===== config.mk =====
export PLATFORM = sky130hd
export DESIGN_NAME = rd_fwft_stage_flat
export DESIGN_NICKNAME = d
export VERILOG_FILES = /design/src/rtl/rd_fwft_if.sv /design/src/rtl/rd_fwft_stage.sv /design/src/flat_wrapper.sv
export SDC_FILE = /design/constraint.sdc
export NUM_CORES = 1
export LEC_CHECK = 0
export ABC_AREA = 1
export BUFFER_PORTS_ARGS = -buffer_cell sky130_fd_sc_hd__buf_2
export CAP_MARGIN = 20
export CORE_AREA = 2 2 54 56
export DETAILED_ROUTE_END_ITERATION = 10
export DIE_AREA = 0 0 56 58
export HOLD_SLACK_MARGIN = 0.15
export MAX_ROUTING_LAYER = met4
export PLACE_DENSITY_LB_ADDON = 0.3
export SETUP_SLACK_MARGIN = 0.4
export SLEW_MARGIN = 20
export SYNTH_ARGS = -nofsm -noshare
export SYNTH_HDL_FRONTEND = slang
export SYNTH_SLANG_ARGS = --single-unit
export TNS_END_PERCENT = 100

===== constraint.sdc =====
create_clock -name rd_clk -period 4 [get_ports rd_clk]
set_input_delay 0.2 -clock rd_clk [delete_from_list [all_inputs] [get_ports rd_clk]]
set_output_delay 0.2 -clock rd_clk [all_outputs]
set_load 0.005 [all_outputs]

===== src/rtl/rd_fwft_if.sv =====
// rtl/rd_fwft_if.sv - FIFO-read and output-stream bundle for rd_fwft_stage
// Signals:
//   fifo_empty  FIFO -> stage   registered empty flag from the read-pointer block
//   fifo_rd_en  stage -> FIFO   pop request, one word per asserted cycle
//   fifo_rdata  FIFO -> stage   read data, valid one cycle after an accepted pop
//   m_valid     stage -> sink   output word valid
//   m_ready     sink -> stage   downstream accept
//   m_data      stage -> sink   output word
//   level       stage -> sink   held + in-flight words (only with RD_FWFT_LEVEL_EN)
// modport master: the stage side; modport slave: the FIFO/sink environment.
interface rd_fwft_if #(
    parameter int DSIZE = 8
);
    logic             fifo_empty;
    logic             fifo_rd_en;
    logic [DSIZE-1:0] fifo_rdata;
    logic             m_valid;
    logic             m_ready;
    logic [DSIZE-1:0] m_data;
`ifdef RD_FWFT_LEVEL_EN
    logic [1:0]       level;

    modport master (
        input  fifo_empty, fifo_rdata, m_ready,
        output fifo_rd_en, m_valid, m_data, level
    );
    modport slave (
        output fifo_empty, fifo_rdata, m_ready,
        input  fifo_rd_en, m_valid, m_data, level
    );
`else
    modport master (
        input  fifo_empty, fifo_rdata, m_ready,
        output fifo_rd_en, m_valid, m_data
    );
    modport slave (
        output fifo_empty, fifo_rdata, m_ready,
        input  fifo_rd_en, m_valid, m_data
    );
`endif
endinterface


===== src/rtl/rd_fwft_stage.sv =====
// rtl/rd_fwft_stage.sv - first-word-fall-through output stage for a registered-read async FIFO
// Ports:
//   rd_clk  read-domain clock, rising edge
//   rd_rst  asynchronous active-high reset
//   rd_if   rd_fwft_if.master: FIFO pop/read-data side and valid/ready output stream
// Optional feature: define RD_FWFT_LEVEL_EN to expose rd_if.level (held + in-flight count).
module rd_fwft_stage #(
    parameter int DSIZE = 8
) (
    input  logic      rd_clk,
    input  logic      rd_rst,
    rd_fwft_if.master rd_if
);
    logic             inflight_q;
    logic             head_vld_q, head_vld_d;
    logic [DSIZE-1:0] head_q, head_d;
    logic             skid_vld_q, skid_vld_d;
    logic [DSIZE-1:0] skid_q, skid_d;

    logic             pop;
    logic [1:0]       cnt;
    logic [1:0]       cnt_after_pop;
    logic             rd_en;

    assign pop = head_vld_q && rd_if.m_ready;

    // The issue rule below keeps cnt within 0..2, so two bits suffice.
    assign cnt = {1'b0, head_vld_q} + {1'b0, skid_vld_q} + {1'b0, inflight_q};
    // pop implies head_vld_q, so this never underflows.
    assign cnt_after_pop = cnt - {1'b0, pop};

    // Only issue when the word can still be stored after this cycle's pop.
    assign rd_en = !rd_if.fifo_empty && !rd_rst && (cnt_after_pop < 2'd2);

    always_comb begin
        head_d     = head_q;
        head_vld_d = head_vld_q;
        skid_d     = skid_q;
        skid_vld_d = skid_vld_q;
        if (pop && skid_vld_q) begin
            // Skid advances to head; an arriving word refills skid behind it.
            head_d = skid_q;
            if (inflight_q) begin
                skid_d = rd_if.fifo_rdata;
            end else begin
                skid_vld_d = 1'b0;
            end
        end else if (inflight_q) begin
            if (!head_vld_q || pop) begin
                head_d     = rd_if.fifo_rdata;
                head_vld_d = 1'b1;
            end else begin
                skid_d     = rd_if.fifo_rdata;
                skid_vld_d = 1'b1;
            end
        end else if (pop) begin
            head_vld_d = 1'b0;
        end
    end

    always_ff @(posedge rd_clk or posedge rd_rst) begin
        if (rd_rst) begin
            inflight_q <= 1'b0;
            head_vld_q <= 1'b0;
            head_q     <= '0;
            skid_vld_q <= 1'b0;
            skid_q     <= '0;
        end else begin
            inflight_q <= rd_en;
            head_vld_q <= head_vld_d;
            head_q     <= head_d;
            skid_vld_q <= skid_vld_d;
            skid_q     <= skid_d;
        end
    end

    assign rd_if.fifo_rd_en = rd_en;
    assign rd_if.m_valid    = head_vld_q;
    assign rd_if.m_data     = head_q;

`ifdef RD_FWFT_LEVEL_EN
    // Built purely from registered flags, so it is a registered view of cnt.
    assign rd_if.level = cnt;
`endif

endmodule

===== src/flat_wrapper.sv =====
// flat-port wrapper written by rule: the top's interface ports become plain ports
module rd_fwft_stage_flat 
#(
    parameter int DSIZE = 8
)
  (rd_clk, rd_rst, rd_if_fifo_empty, rd_if_fifo_rdata, rd_if_m_ready, rd_if_fifo_rd_en, rd_if_m_valid, rd_if_m_data);
  rd_fwft_if #(.DSIZE(DSIZE)) rd_if_i ();
  input  logic rd_clk;
  input  logic rd_rst;
  input wire logic [$bits(rd_if_i.fifo_empty)-1:0] rd_if_fifo_empty;
  input wire logic [$bits(rd_if_i.fifo_rdata)-1:0] rd_if_fifo_rdata;
  input wire logic [$bits(rd_if_i.m_ready)-1:0] rd_if_m_ready;
  output wire logic [$bits(rd_if_i.fifo_rd_en)-1:0] rd_if_fifo_rd_en;
  output wire logic [$bits(rd_if_i.m_valid)-1:0] rd_if_m_valid;
  output wire logic [$bits(rd_if_i.m_data)-1:0] rd_if_m_data;
  assign rd_if_i.fifo_empty = rd_if_fifo_empty;
  assign rd_if_i.fifo_rdata = rd_if_fifo_rdata;
  assign rd_if_i.m_ready = rd_if_m_ready;
  assign rd_if_fifo_rd_en = rd_if_i.fifo_rd_en;
  assign rd_if_m_valid = rd_if_i.m_valid;
  assign rd_if_m_data = rd_if_i.m_data;
  rd_fwft_stage #(.DSIZE(DSIZE)) u_core (.rd_clk(rd_clk), .rd_rst(rd_rst), .rd_if(rd_if_i));
endmodule

==> results of run 1 <==
==> path summary, 6_finish.rpt <==
path                                                      end  slack [ps]  cells past startpoint
max in group asynchronous  u_core.rd_if.m_data[7]$_DFFE_PP0P_        3000                      3
hold / removal                   u_core.skid_q[4]$_DFFE_PP0P_         160                      3
setup / recovery                             rd_if_fifo_rd_en        1710                     11
setup reg to reg           u_core.rd_if.m_data[7]$_DFFE_PP0P_        2060                      6
hold reg to reg            u_core.rd_if.m_data[6]$_DFFE_PP0P_         480                      2
min in group asynchronous         u_core.inflight_q$_DFF_PP0_         550                      3
==> worst max-delay path: cells and delay by family, from the launching register on <==
| family | cells | cell delay [ps] |
|---|---|---|
| simple gates | 6 | 410 |
| flops | 1 | 680 |
| buf+inv | 3 | 270 |
| fa+ha+maj | 2 | 430 |
==> per-layer routing <==
metal	up-vias	share of wire, %	global-route usage (%)
met2	25	46	22.69
met5	-	0	-
met1	398	46	17.43
li1	454	-	-
met4	0	2.0	6.122
met3	4	5.7	2.679
==> cells by family (layout without fill, tap and decap cells) <==
| family | after synthesis | in the layout |
|---|---|---|
| compound gates | 2 | 2 |
| fa+ha+maj | 3 | 3 |
| buf+inv | 29 | 53 |
| flops | 19 | 19 |
| simple gates | 79 | 79 |
==> final cells by class <==
type | instances | area, um^2
fillers | 267 | 1474
flip-flops and latches | 19 | 475.5
multi-input cells | 84 | 412.9
repair buffers | 25 | 145.1
inverters | 24 | 90.09
well taps | 31 | 38.79
clock buffers | 4 | 26.28
==> stage by stage <==
stage	hold slack, ps	area [um^2]
global route	176.4	1189
CTS	150.6	1189
finish	160.2	1189
floorplan	151.1	1005
detailed placement	369.8	1122
global placement	351.1	1122
==> cell usage after synthesis <==
cell type  number
dfrtp_1        19
ha_1            3
nand3_2         1
a21oi_4         1
nand2_2         1
buf_4           1
buf_2           3
o21ai_0         1
clkbuf_1        1
nand2_4         1
nand3_1        17
nor2_1          3
inv_2           1
nand4_1         8
inv_1          23
nand2_1        48
==> power groups by stage <==
stage	combinational (W)	clock [W]	sequential, W
6_report	0.000276	0.0000936	0.000363
4_1_cts	0.000281	0.0000995	0.000363
2_1_floorplan	0.000219	0	0.000333
3_5_place_dp	0.000277	0	0.000366
3_3_place_gp	0.000272	0	0.000360
5_1_grt	0.000331	0.000103	0.000379
==> registers in the layout, summed over array words and instances (netlist names) <==
name and count:
u_core.skid_q 8, u_core.inflight_q 1, u_core.skid_vld_q 1, u_core.rd_if.m_valid 1, u_core.rd_if.m_data 8
==> timing repair <==
action | in CTS | in global routing
setup buffers | 0 | 0
setup endpoints to repair | 0 | 0
gates resized for setup | 0 | 0
hold buffers | 4 | 0
endpoints found under the hold margin | 22 | 0
==> cell usage in the layout (no fill, tap or decap) <==
| master | Yosys | layout |
|---|---|---|
| dlygate4sd3_1 | 0 | 4 |
| a21oi_4 | 1 | 1 |
| ha_1 | 3 | 3 |
| o21ai_0 | 1 | 1 |
| nand3_1 | 17 | 17 |
| nand2_1 | 48 | 48 |
| nand2_2 | 1 | 1 |
| clkbuf_1 | 1 | 1 |
| nand4_1 | 8 | 8 |
| nand3_2 | 1 | 1 |
| inv_2 | 1 | 1 |
| nand2_4 | 1 | 1 |
| buf_2 | 3 | 21 |
| nor2_1 | 3 | 3 |
| dfrtp_1 | 19 | 19 |
| inv_1 | 23 | 23 |
| clkbuf_4 | 0 | 3 |
==> results_dict.tcl, run 1 <==
set metrics [dict create \
    vias 881 \
    cts-buffers-inserted 3 \
    synth_mux_area_share_pct 0 \
    dr.pass1.iters 4 \
    max_slew_margin_pct 53.60 \
    min_period_ps 2286 \
    fin_nets 172 \
    synth_top_area_share_pct 47.32 \
    grt_max_degree 20 \
    via_per_inst 4.711 \
    crit_top_cell "nand2_1" \
    fin_setup_tns_ps 0 \
    route.antenna.remaining_nets 0 \
    worstMarginPinSlew_ps 695.2 \
    maxSlewViolCount 0 \
    cts.clk_slew.worst_paths_ps 100 \
    worstPathMaxFanout 15 \
    yosysSeqAreaShare_pct 47.32 \
    vdd_drop_max_mv 0.2554 \
    initial_core_util_pct 37.73 \
    synth_cell_types 16 \
    cp_cell_sequence "nand2_1 -> inv_1 -> ha_1 -> inv_1 -> ha_1 -> nand2_1 -> nand2_1 -> nand2_1 -> nand2_1 -> nor2_1 -> buf_2" \
    min_period_over_period_pct 57.14 \
    fin_cells 187 \
    ys_ff_latch 19 \
    grt_pass1_vias 850 \
    outcome "finished, final reports clean" \
    critPathCaptureType "output port" \
    arrival_ps 2090 \
    finalHoldViolCount 0 \
    power.share.combinational_pct 37.7 \
    critPathKind "reg2out" \
    io_buffers 21 \
    synth_top_cell_by_area "dfrtp_1" \
    leakagePower_nw 0.7039 \
    p_sw_share_pct 40.56 \
    routed_wl_um 1980 \
    synthXorXnorAreaFrac_pct 0 \
    clock_skew_ps 8.317 \
    final_util_pct 44.64 \
    worstSkewPairLatency_ps 290 \
    syn_to_final_growth_pct 18.31 \
    cpMaxStageDelayCell "dfrtp_1" \
    synth_area_um2 1005 \
    pwr-share-clk_pct 12.8 \
    post_drt_wl_per_cell_um 10.59 \
    synth_area_per_cell_um2 7.611 \
    cp-startpoint "u_core.rd_if.m_valid$_DFFE_PP0P_" \
    p_sw_w 0.0002974 \
    antennaDiodeCount 0 \
    cp-start-kind "flop" \
    max_cap_violations 0 \
    min_from "rd_if_fifo_rdata[4]" \
    internal_power_w 0.0004358 \
    clk_path_buf_depth 2 \
    critPathMaxStageDelay_ps 680 \
    rsz0062_at_grt "false" \
    cts.sinks 19 \
    total_power_w 0.0007332 \
    grt_pass1_wl_um 3477 \
    layout-drive-gt1-share_pct 18.59 \
    cts_tree "built" \
    drtIter0Drc 49 \
    std_cell_rows 19 \
    yosys.area_share.simple_pct 35.24 \
    clock.fmax_mhz 437.5 \
    placed_cells 179 \
    dp_hpwl_um 1490 \
    antenna_found_initial 0 \
    htree_levels 1 \
    hp-class "in2reg" \
    gr-usage-all-layers_pct 14.09 \
    gp_congestion 0.7337 \
    syn_nets 147 \
    yosys_warnings 0 \
    synth_top_family_by_area "simple AND/OR/NAND/NOR gates" \
    rr_startpoint "u_core.rd_if.m_valid$_DFFE_PP0P_" \
    power_density_nw_per_um2 616.8 \
    setup-violations-final 0 \
    dieWidth_um 56 \
    die-area_um2 3248 \
    synth_compound_area_share_pct 2.117 \
    overflow 0 \
    pre_cts_ws_ps 2034 \
    core_um2 2663 \
    setup_ws_ps 1714 \
    synth_area_leaders "dfrtp_1 47%, nand2_1 18%, inv_1 8.6%" \
    io_pins 22 \
    synthAdderAreaFrac_pct 3.736 \
    crit_required_ps 3800 \
    synth_cells 132 \
    p_seq_share_pct 49.5 \
    cts-root-buf "clkbuf_4" \
    die_height_um 58 \
    drc_errors 0 \
]
Power figures use the tool's default switching activity.
==> inputs of run 2 (changes only) <==
--- a/config.mk
+++ b/config.mk
@@ -5,12 +5,12 @@
 export SDC_FILE = /design/constraint.sdc
 export NUM_CORES = 1
 export LEC_CHECK = 0
-export ABC_AREA = 1
+export ABC_AREA = 0
 export BUFFER_PORTS_ARGS = -buffer_cell sky130_fd_sc_hd__buf_2
 export CAP_MARGIN = 20
-export CORE_AREA = 2 2 54 56
+export CORE_AREA = 2 2 51 53
 export DETAILED_ROUTE_END_ITERATION = 10
-export DIE_AREA = 0 0 56 58
+export DIE_AREA = 0 0 53 55
 export HOLD_SLACK_MARGIN = 0.15
 export MAX_ROUTING_LAYER = met4
 export PLACE_DENSITY_LB_ADDON = 0.3
==> constraint.sdc (replaced) <==
create_clock -name rd_clk -period 2.3 [get_ports rd_clk]
set_input_delay 0.115 -clock rd_clk [delete_from_list [all_inputs] [get_ports rd_clk]]
set_output_delay 0.115 -clock rd_clk [all_outputs]
set_load 0.005 [all_outputs]
==> results_dict.tcl, run 2 <==
set metrics [dict create \
    gr-usage-all-layers_pct 13.05 \
    r2r_slack_ps 540 \
    syn_to_final_growth_pct 37.15 \
    async_flop_share_pct 100.0 \
    critPathCaptureType "output port" \
    yosys_warnings 0 \
    io_buffers 21 \
    clock_skew_ps 1.894 \
    max_slew_margin_pct 52.91 \
    maxSlewViolCount 0 \
    synth_top_cell_by_area "dfrtp_1" \
    setup_ws_ps 287.9 \
    r2r_cells 4 \
    drc_errors 0 \
    cts-buffers-inserted 3 \
    whs_ps 293.9 \
    placed_cells 112 \
    vdd_drop_max_mv 0.7145 \
    total_power_w 0.001494 \
    htree_levels 1 \
    clk_path_buf_depth 2 \
    outcome "finished, final reports clean" \
    std_cell_rows 18 \
    drtIter0Drc 5 \
    io_pins 22 \
    cts-root-buf "clkbuf_4" \
    worstSkewPairLatency_ps 290 \
    finalHoldViolCount 0 \
    synth_common_cells "19 x dfrtp_1, 16 x mux2_2, 8 x mux2_1" \
    syn_nets 77 \
    cp_cell_sequence "and2_4 -> ha_4 -> inv_2 -> ha_4 -> a21oi_4 -> xnor2_2 -> nor3_2 -> buf_2" \
    synth_area_leaders "dfrtp_1 53%, mux2_2 20%, mux2_1 10%" \
    critPathKind "reg2out" \
    worstPathMaxFanout 2 \
    fillCellCount 225 \
    yosysSeqAreaShare_pct 53.07 \
    fin_cells 128 \
    antenna_found_initial 0 \
    cpMaxStageDelayCell "dfrtp_2" \
    cp_num_buf_inv 2 \
    synth_area_um2 895.9 \
    via_per_inst 4.648 \
    max_cap_violations 0 \
    cts_tree "built" \
    min_path_cells 4 \
    synth_enable_flop_cells 0 \
    ys.flop_type "dfrtp_1" \
    antennaDiodeCount 0 \
    route.antenna.remaining_nets 0 \
    min_period_over_period_pct 87.48 \
    mostFrequentLayoutCell "buf_2" \
    r2r-end "u_core.rd_if.m_data[3]$_DFFE_PP0P_" \
    gp_congestion 0.7274 \
    min_from "rd_if_m_ready" \
    core_um2 2365 \
    ys_ff_latch 19 \
    dieWidth_um 53 \
    hp-class "in2reg" \
    hold_path_end "u_core.rd_if.m_valid$_DFFE_PP0P_" \
    cts.sinks 19 \
    pre_cts_ws_ps 295.8 \
    dp_hpwl_um 1063 \
    yosysMostFrequentCell "dfrtp_1" \
    die_height_um 55 \
    crit_required_ps 2180 \
    min_period_ps 2012 \
    layout-drive-gt1-share_pct 53.06 \
    power_density_nw_per_um2 1216 \
    grt_max_degree 20 \
    synth_top_area_share_pct 53.07 \
    fin_nets 114 \
    post_drt_wl_per_cell_um 12.79 \
    cp-start-kind "flop" \
    mostFrequentLayoutCells "21 x buf_2, 18 x dfrtp_1, 16 x mux2_2" \
    vias 595 \
    synth_cell_types 16 \
    crit_family "adder cells" \
    die-area_um2 2915 \
    clock.fmax_mhz 497.0 \
    crit_top_cell "ha_4" \
    arrival_ps 1900 \
    synth_area_per_cell_um2 14.45 \
    grt_pass1_vias 593 \
    initial_core_util_pct 37.88 \
    rsz0062_at_grt "true" \
    overflow 0 \
    rr_startpoint "u_core.skid_vld_q$_DFFE_PP0P_" \
    fin_setup_tns_ps 0 \
    leakagePower_nw 0.5522 \
    setup-violations-final 0 \
    critPathMaxStageDelay_ps 410 \
    cts.clk_slew.worst_paths_ps 100 \
    dr.pass1.iters 2 \
    worstMarginPinSlew_ps 705.6 \
    routed_wl_um 1637 \
    synth_cells 62 \
    grt_pass1_wl_um 2580 \
]
==> run 2: cell types whose count changed after synthesis, sizes merged <==
cell | before | now
o211ai | 0 | 1
mux2 | 0 | 24
buf | 4 | 0
nand2 | 50 | 1
xnor2 | 0 | 1
nor3 | 0 | 1
inv | 24 | 4
a31oi | 0 | 1
nor2 | 3 | 0
and2 | 0 | 1
a21oi | 1 | 3
nand3 | 18 | 1
nand4 | 8 | 0
==> run 2: worst max path at each step <==
stage                                           from                     endpoint  cells past startpoint
finish              u_core.rd_if.m_valid$_DFFE_PP0P_             rd_if_fifo_rd_en                      8
global route        u_core.rd_if.m_valid$_DFFE_PP0P_             rd_if_fifo_rd_en                      8
CTS                 u_core.rd_if.m_valid$_DFFE_PP0P_             rd_if_fifo_rd_en                      8
detailed placement  u_core.rd_if.m_valid$_DFFE_PP0P_             rd_if_fifo_rd_en                      8
global placement    u_core.rd_if.m_valid$_DFFE_PP0P_             rd_if_fifo_rd_en                      8
floorplan           u_core.rd_if.m_valid$_DFFE_PP0P_  u_core.inflight_q$_DFF_PP0_                      8
==> run 2: layout make-up <==
type | count | area, um^2 | area share [%]
Timing Repair Buffer | 33 | 222.7 | 18.13
Multi-Input combinational cell | 38 | 450.4 | 36.66
Inverter | 4 | 15.01 | 1.222
Tap cell | 30 | 37.54 | 3.055
Sequential cell | 19 | 476.7 | 38.80
Clock buffer | 4 | 26.28 | 2.138
==> run 2: worst register-to-register path, delay by kind of cell, from the launching register on <==
kind / cells / cell delay, ps
DFF: 1 / 530
muxes: 1 / 380
adders and majority gates: 1 / 270
AOI/OAI and AO/OA: 1 / 270
and+or+nand+nor: 1 / 210
==> run 2: per-layer routing <==
layer	vias to the layer above	track usage (%)	wire [um]
met5	-	-	0
li1	296	-	-
met4	0	7.692	15
met3	2	1.882	61
met1	285	15.38	767
met2	12	21.46	792
==> run 2: kinds of logic (layout without fill, tap and decap cells) <==
family / after synthesis / after routing / synth area share [%]
AND/OR/NAND/NOR: 4 / 4 / 3.631
buffers and inverters: 5 / 41 / 3.211
XOR/XNOR: 1 / 1 / 0.9778
multiplexers: 24 / 24 / 30.17
AO/OA/AOI/OAI: 6 / 6 / 4.749
flip-flops: 19 / 19 / 53.07
adder cells (fa/ha/maj): 3 / 3 / 4.190
==> run 2: power breakdown <==
part	total, W	internal, W	switching (W)
registers	0.000597	0.000505	0.0000928
clock network	0.000165	0.0000674	0.0000976
logic	0.000732	0.000423	0.000309
total	0.00149	0.000995	0.000499
==> run 2: timing repair <==
action                     in CTS  in global routing
pin swaps                       4                  4
hold buffers                   11                  0
gates resized for setup         7                  3
setup endpoints to repair       9                  9
hold endpoints to repair       29                  0
buffers inserted                1                  0
==> run 2: per-stage QoR <==
| step | utilization [%] | instance area [um^2] |
|---|---|---|
| detailed placement | 43.33 | 1025 |
| global route | 51.96 | 1229 |
| CTS | 51.01 | 1206 |
| floorplan | - | 895.9 |
| finish | 51.96 | 1229 |
| global placement | 43.33 | 1025 |
==> inputs of run 3 (changes only) <==
--- a/config.mk
+++ b/config.mk
@@ -8,11 +8,10 @@
 export ABC_AREA = 0
 export BUFFER_PORTS_ARGS = -buffer_cell sky130_fd_sc_hd__buf_2
 export CAP_MARGIN = 20
-export CORE_AREA = 2 2 51 53
+export CORE_AREA = 2 2 46 48
 export DETAILED_ROUTE_END_ITERATION = 10
-export DIE_AREA = 0 0 53 55
+export DIE_AREA = 0 0 48 50
 export HOLD_SLACK_MARGIN = 0.15
-export MAX_ROUTING_LAYER = met4
 export PLACE_DENSITY_LB_ADDON = 0.3
 export SETUP_SLACK_MARGIN = 0.4
 export SLEW_MARGIN = 20
==> results_dict.tcl, run 3 (same netlist as run 2, synthesis figures left out) <==
set metrics [dict create \
    grt_pass1_vias 599 \
    vdd_drop_max_mv 0.7196 \
    rsz0062_at_grt "true" \
    p_seq_share_pct 40.6 \
    setup_ws_ps 336.8 \
    htree_levels 1 \
    cts-root-buf "clkbuf_4" \
    min_period_ps 1963 \
    grt_max_degree 20 \
    pre_cts_ws_ps 388.1 \
    min_period_over_period_pct 85.36 \
    finalHoldViolCount 0 \
    mostFrequentLayoutCells "21 x buf_2, 18 x dfrtp_1, 16 x mux2_2" \
    max_cap_violations 0 \
    antennaDiodeCount 0 \
    cts_tree "built" \
    max_slew_margin_pct 54.32 \
    p_sw_w 0.0004899 \
    fin_nets 114 \
    dr.pass1.iters 3 \
    leakagePower_nw 0.5536 \
    dp_hpwl_um 1099 \
    total_power_w 0.001475 \
    die-area_um2 2400 \
    post_drt_wl_per_cell_um 12.52 \
    crit_required_ps 2180 \
    outcome "finished, final reports clean" \
    die_height_um 50 \
    std_cell_rows 16 \
    vias 586 \
    initial_core_util_pct 47.11 \
    critPathKind "reg2out" \
    fin_setup_tns_ps 0 \
    hp-class "in2reg" \
    arrival_ps 1850 \
    via_per_inst 4.688 \
    dpl-instance-area_um2 1021 \
    fin_cells 125 \
    routed_wl_um 1565 \
    clk_path_buf_depth 2 \
    clock_skew_ps 6.463 \
    cts.sinks 19 \
    critPathCaptureType "output port" \
    internal_power_w 0.0009852 \
    worstPathMaxFanout 2 \
    drc_errors 0 \
    gp_congestion 0.6938 \
    route.antenna.remaining_nets 0 \
    design_area_um2 1219 \
    layout-drive-gt1-share_pct 54.08 \
    core_um2 1902 \
    drtIter0Drc 5 \
    placed_cells 109 \
    setup-violations-final 0 \
    syn_to_final_growth_pct 36.03 \
    mostFrequentLayoutCell "buf_2" \
    worstMarginPinSlew_ps 684.5 \
    io_buffers 21 \
    maxSlewViolCount 0 \
    clock.fmax_mhz 509.4 \
    overflow 0 \
    io_pins 22 \
    cp-start-kind "flop" \
    grt_pass1_wl_um 2615 \
    power_density_nw_per_um2 1210 \
    cts.clk_slew.worst_paths_ps 100 \
    p_sw_share_pct 33.21 \
    dieWidth_um 48 \
    antenna_found_initial 0 \
    gr-usage-all-layers_pct 15.42 \
    power.share.combinational_pct 48.6 \
    worstSkewPairLatency_ps 290 \
    cts-buffers-inserted 3 \
    pwr-share-clk_pct 10.8 \
]
==> run 3: metal layers <==
metal  wire length [um]  track usage [%]  vias up
li1                   -                -      291
met5                  0                0        -
met2                778            23.33        9
met3                 36            2.198        2
met4                 13            6.757        0
met1                736            21.31      284
==> run 3: timing repair <==
| action | 4_1_cts | 5_1_grt |
|---|---|---|
| setup buffers | 1 | 0 |
| setup endpoints to repair | 7 | 2 |
| hold endpoints to repair | 29 | 0 |
| pin swaps | 4 | 4 |
| resized for setup | 6 | 3 |
| hold buffers | 11 | 0 |
==> run 3: critical path, stage by stage, from the launching register on <==
cell and delay, ps:
dfrtp_2 410, and2_4 140, ha_4 250, inv_2 40
ha_4 260, a21oi_4 50, xnor2_2 150, nor3_2 130
buf_2 140
==> run 3: worst paths after layout <==
kind | startpoint | end | slack, ps | cells past startpoint
setup / recovery | u_core.rd_if.m_valid$_DFFE_PP0P_ | rd_if_fifo_rd_en | 340 | 8
hold / removal | rd_if_m_ready | u_core.rd_if.m_valid$_DFFE_PP0P_ | 290 | 4
setup reg to reg | u_core.skid_vld_q$_DFFE_PP0P_ | u_core.rd_if.m_data[5]$_DFFE_PP0P_ | 480 | 4
hold reg to reg | u_core.skid_q[0]$_DFFE_PP0P_ | u_core.skid_q[0]$_DFFE_PP0P_ | 510 | 1
max in group asynchronous | rd_rst | u_core.rd_if.m_valid$_DFFE_PP0P_ | 1320 | 3
min in group asynchronous | rd_rst | u_core.rd_if.m_data[3]$_DFFE_PP0P_ | 500 | 3
==> run 3: area by class of cell <==
class                           instances  area (um^2)
Clock inverter                          1        5.005
Sequential cell                        19        476.7
Tap cell                               27        33.78
Timing Repair Buffer                   33        222.7
Fill cell                             156        683.2
Clock buffer                            3        22.52
Multi-Input combinational cell         38        442.9
Inverter                                4        15.01
==> run 3: power groups by stage <==
stage | clock network (W) | registers [W] | logic, W
floorplan | 0 | 0.000595 | 0.000413
global placement | 0 | 0.000613 | 0.000529
detailed placement | 0 | 0.000624 | 0.000551
CTS | 0.000164 | 0.000598 | 0.000661
global route | 0.000184 | 0.000624 | 0.000791
finish | 0.000159 | 0.000599 | 0.000717
==> run 3: through the flow <==
step | hold slack [ps] | util (%)
final | 293.3 | 64.08
after global routing | 316.1 | 64.08
after CTS | 279.8 | 63.03
after detailed placement | 263.9 | 53.68
after global placement | 276.8 | 53.68
after floorplan | 66.13 | -
